## src/rtl/regfile_sb.sv

```systemverilog
// Integer register file with a pending-write scoreboard: two combinational read
// ports, one clocked write port, per-register busy bits reserved at issue and released at writeback.
module regfile_sb #(
   parameter int XLEN     = 32,
   parameter int NREGS    = 32,
   parameter int ZERO_REG = 1,
   parameter int BYPASS   = 1,
   localparam int AW      = $clog2(NREGS),
   localparam int CW      = $clog2(NREGS + 1)
) (
   input  logic            clk,
   input  logic            reset,
   input  logic            reg_write,
   input  logic [AW-1:0]   write_reg,
   input  logic [XLEN-1:0] write_data,
   input  logic [AW-1:0]   read_reg1,
   input  logic [AW-1:0]   read_reg2,
   output logic [XLEN-1:0] read_data1,
   output logic [XLEN-1:0] read_data2,
   output logic            busy1,
   output logic            busy2,
   input  logic            rsv_valid,
   input  logic [AW-1:0]   rsv_reg,
   input  logic            flush,
   output logic [CW-1:0]   busy_count
);

   logic [XLEN-1:0] mem [NREGS];
   logic [NREGS-1:0] sb;
   logic [NREGS-1:0] sb_next;
   logic [CW-1:0]    count_next;
   logic             wr_en;
   logic             rsv_en;
   logic             fwd1;
   logic             fwd2;
   logic             zero1;
   logic             zero2;

   // Register 0 swallows both writes and reservations when it is hardwired.
   assign wr_en  = reg_write && !((ZERO_REG != 0) && (write_reg == '0));
   assign rsv_en = rsv_valid && !((ZERO_REG != 0) && (rsv_reg == '0));

   assign fwd1  = (BYPASS != 0) && reg_write && (write_reg == read_reg1);
   assign fwd2  = (BYPASS != 0) && reg_write && (write_reg == read_reg2);
   assign zero1 = (ZERO_REG != 0) && (read_reg1 == '0);
   assign zero2 = (ZERO_REG != 0) && (read_reg2 == '0);

   always_comb begin
      read_data1 = mem[read_reg1];
      busy1      = sb[read_reg1];
      if (fwd1) begin
         read_data1 = write_data;
         busy1      = 1'b0;
      end
      if (zero1) begin
         read_data1 = '0;
         busy1      = 1'b0;
      end
   end

   always_comb begin
      read_data2 = mem[read_reg2];
      busy2      = sb[read_reg2];
      if (fwd2) begin
         read_data2 = write_data;
         busy2      = 1'b0;
      end
      if (zero2) begin
         read_data2 = '0;
         busy2      = 1'b0;
      end
   end

   always_ff @(posedge clk) begin
      if (reset) begin
         for (int i = 0; i < NREGS; i++) mem[i] <= '0;
      end else if (wr_en) begin
         mem[write_reg] <= write_data;
      end
   end

   // Later assignments win: reserve overrides a same-cycle release, flush overrides both.
   always_comb begin
      sb_next = sb;
      if (wr_en)  sb_next[write_reg] = 1'b0;
      if (rsv_en) sb_next[rsv_reg]   = 1'b1;
      if (flush)  sb_next            = '0;
   end

   always_comb begin
      count_next = '0;
      for (int r = 0; r < NREGS; r++) count_next = count_next + CW'(sb_next[r]);
   end

   always_ff @(posedge clk) begin
      if (reset) begin
         sb         <= '0;
         busy_count <= '0;
      end else begin
         sb         <= sb_next;
         busy_count <= count_next;
      end
   end

endmodule

```

## config.mk

```make
export PLATFORM = sky130hd
export DESIGN_NAME = regfile_sb
export DESIGN_NICKNAME = d
export VERILOG_FILES = /design/src/rtl/regfile_sb.sv
export SDC_FILE = /design/constraint.sdc
export NUM_CORES = 2
export LEC_CHECK = 0
export CORE_ASPECT_RATIO = 1.25
export CORE_MARGIN = 1
export CORE_UTILIZATION = 30
export CTS_CLUSTER_DIAMETER = 200
export DETAILED_ROUTE_END_ITERATION = 8
export GPL_ROUTABILITY_DRIVEN = 0
export HOLD_SLACK_MARGIN = 0.03
export PLACE_DENSITY = 0.4
export RECOVER_POWER = 25
export SYNTH_ARGS = -nofsm -noshare
export SYNTH_HDL_FRONTEND = slang
export SYNTH_SLANG_ARGS = --single-unit
```

## constraint.sdc

```tcl
create_clock -name clk -period 7.6 [get_ports clk]
set_clock_uncertainty 0.05 [all_clocks]
set_input_delay 0.76 -clock clk [delete_from_list [all_inputs] [get_ports clk]]
set_output_delay 0.76 -clock clk [all_outputs]
set_load 0.01 [all_outputs]
```

==> metrics.txt <==
slowest cell delay on critical path between 2 and 3 ns; Initial Utilization 0.303; Final Hold Fails 0; Clock transition at path regs approximately 0.060 ns; commonest cells after routing, fill and taps aside edfxtp_1 (1024), and2_1 (940), mux4_2 (443), mux2i_1 (216), buf_4 (147); CTS Buf Count 130; drt wl/cell roughly 37 microns; drc violations 0; H-tree levels 4; Worst Setup Start Kind input port; P_leak between 20 and 25 nW; CTS tree built; post-route ant nets 0; Crit. End Element register; Die ar. slightly below 0.2 sq mm; root buf cell clkbuf_16; hold_buf cts 0; GRT Total Usage 0.258; Hold Crit Start sb[0]; Fmax around 160 MHz; DR vias 38100; Final min period between 6 and 7 ns; Die Y 496 microns; failing checks capacitance limit, slew limit; HPWL Detailed approximately 150000 microns; critical path peak fanout 38; Hold Path Sink sb[0]; drt pass-1 iters 5; Reg-to-Reg Start sb[17]; Vias/cell ~5.6; Worst Tran Pin Value roughly 4 ns; Worst Path Arrival ~6.7 ns; Ys Warns 0; Power, Total approximately 15 mW; cell family with most CP delay buffers and inverters; number of enable flip-flop cells after synthesis 1024; asr flop ratio synth 0; Worst VDD drop around 0.24 mV; Post CTS Setup Buffer Count 0; final core utilization 0.346; Hold Path Class register to register; grt ovf 0; Die W 397 microns; number of port buffers roughly 130; FF-to-FF End busy_count[4]; core area slightly below 0.2 sq mm; main flop type after synthesis edfxtp_1; Final setup violation count 0; Setup TNS 0 ns; Power Dens Cells approximately 230 mW/mm^2; Worst slew margin -1.67; status complete, but fails checks; crit-path cells clkbuf_1 > clkbuf_1 > o21bai_2 > clkbuf_2; R2R cell count 19; synth unique cells ~70; Slowest cell on crit path clkbuf_1; Gate Count Post-Synth a little over 4000; RSZ-0062 raised after global routing false; Rows 180; Worst Path Class, Setup input port to register; Worst-Skew Late Latency between 0.7 and 0.8 ns; Synth Area per Inst around 14 sq um; required time of the critical path about 7.9 ns; CP most frequent cell clkbuf_1; DRT iter0 DRCs 4093; Slew Limit Fails between 500 and 600; Yosys reg bits 1062; antenna violations before repair 32; largest net degree at the start of global routing between 90 and 100; Buf/Inv on CP 3; final WL between 200000 and 300000 microns; most common cell after layout, fill and taps aside edfxtp_1; maxcap violations 18; layout cells sized above 1 0.213; number of global-route vias before repair between 30000 and 40000; cts repair resizes 0; clk buf depth 3; register area share after synthesis 0.538; worst reg2reg setup slack about 2.5 ns; global-route wire length before repair 345000 microns; # IOs ~130; final net count 4221; area grow syn2layout 14.1%; crit share post-route 0.837; Sink Count roughly 1100; area of the mapped netlist between 0.05 and 0.06 sq mm; Hold Crit Depth 2
-- sequential cells by signal, indices dropped and copies added (netlist names) --
| register | count |
|---|---|
| busy_count | 6 |
| mem | 1024 |
| sb | 32 |
-- cell type report --
class	instances	area, sq um
flip-flops and latches	1062	31500
repair buffers	304	2680
inverters	30	115
multi-input cells	2605	25200
clock buffers	174	3640
well taps	2548	3190
fillers	18600	126000
clock inverters	51	352
diodes	19	47.5
-- per-stage QoR --
| stage | cell area (sq um) | hold slack, ns | setup slack [ns] | std cells |
|---|---|---|---|---|
| finish | 66800 | 0.536 | 1.24 | 6793 |
| global route | 66700 | 0.570 | 0.988 | 6775 |
| CTS | 66900 | 0.317 | 1.40 | 6774 |
| detailed placement | 62900 | 0.529 | 0.571 | 6549 |
| global placement | 62900 | 0.533 | 0.539 | 6549 |
| floorplan | 58700 | 0.445 | 1.57 | 4136 |
-- how the worst max path moves through the flow --
stage,endpoint,slack (ns),cells after the start,from
after detailed placement,busy_count[4],0.57,22,write_reg[1]
final,mem[30][0],1.24,4,reset
after global routing,busy_count[4],0.99,20,write_reg[2]
after global placement,busy_count[4],0.54,22,write_reg[1]
after floorplan,busy_count[4],1.57,24,write_reg[4]
after CTS,busy_count[4],1.40,22,write_reg[1]
-- synth_stat cells (all sizes together), types with 8 or more instances --
library cell     n  area (sq um)
dfxtp           38           761
a22o            13           114
mux2i          216          2160
inv             29           109
fa              24           480
a32o            19           190
a211oi          31           268
a21o            12          90.1
o21bai          16           120
and3            34           213
nor3            60           310
a21oi           36           180
nand2b          35           219
a31oi           16           106
nand3           29           145
clkbuf         281          1070
o22ai           44           275
or2             16           100
buf            158          1170
a2111oi         18           158
nand2           64           240
o21ai           76           380
o211ai          13          97.6
nor2            93           357
mux4           443          9980
a22oi           87           653
mux2            15           169
a221oi          67           587
nor4             8          65.1
o22a             8          70.1
a221o           17           170
nor2b           44           275
edfxtp        1024         30700
and2           968          6060
-- worst reg2reg max path, stage by stage, from the launching register on --
cell and delay [ns]:
dfxtp_1 0.36, a22oi_1 0.08, or2_2 0.33, fa_1 0.51, fa_1 0.51, inv_1 0.06, fa_1 0.50, inv_1 0.06
fa_1 0.47, fa_1 0.51, fa_1 0.41, inv_1 0.07, ha_1 0.16, inv_1 0.06, fa_1 0.45, inv_1 0.07
a21o_1 0.10, a21oi_1 0.07, xor2_1 0.13, nor2_1 0.05
-- power by group --
group	total, mW	internal, mW	switching, mW
logic	2.09	0.790	1.30
registers	6.90	6.75	0.154
clock network	6.06	3.48	2.57
total	15.1	11.0	4.03
-- logic make-up after synthesis --
kind of cell | count (synthesis) | synth area share
AND/OR/NAND/NOR | 1375 | 0.139
flip-flops | 1062 | 0.538
multiplexers | 674 | 0.210
AO/OA/AOI/OAI | 482 | 0.0605
buffers and inverters | 469 | 0.0402
adder cells (fa/ha/maj) | 31 | 0.00970
XOR/XNOR | 11 | 0.00165
other | 1 | 0.0000641
-- metal layers --
layer | vias up | part of all wire | GRT usage
met3 | 387 | 0.066 | 0.0488
li1 | 15800 | - | -
met2 | 1519 | 0.48 | 0.423
met4 | 22 | 0.046 | 0.109
met5 | - | 0.00048 | 0
met1 | 20300 | 0.41 | 0.334
(Power assumes the default switching activity.)
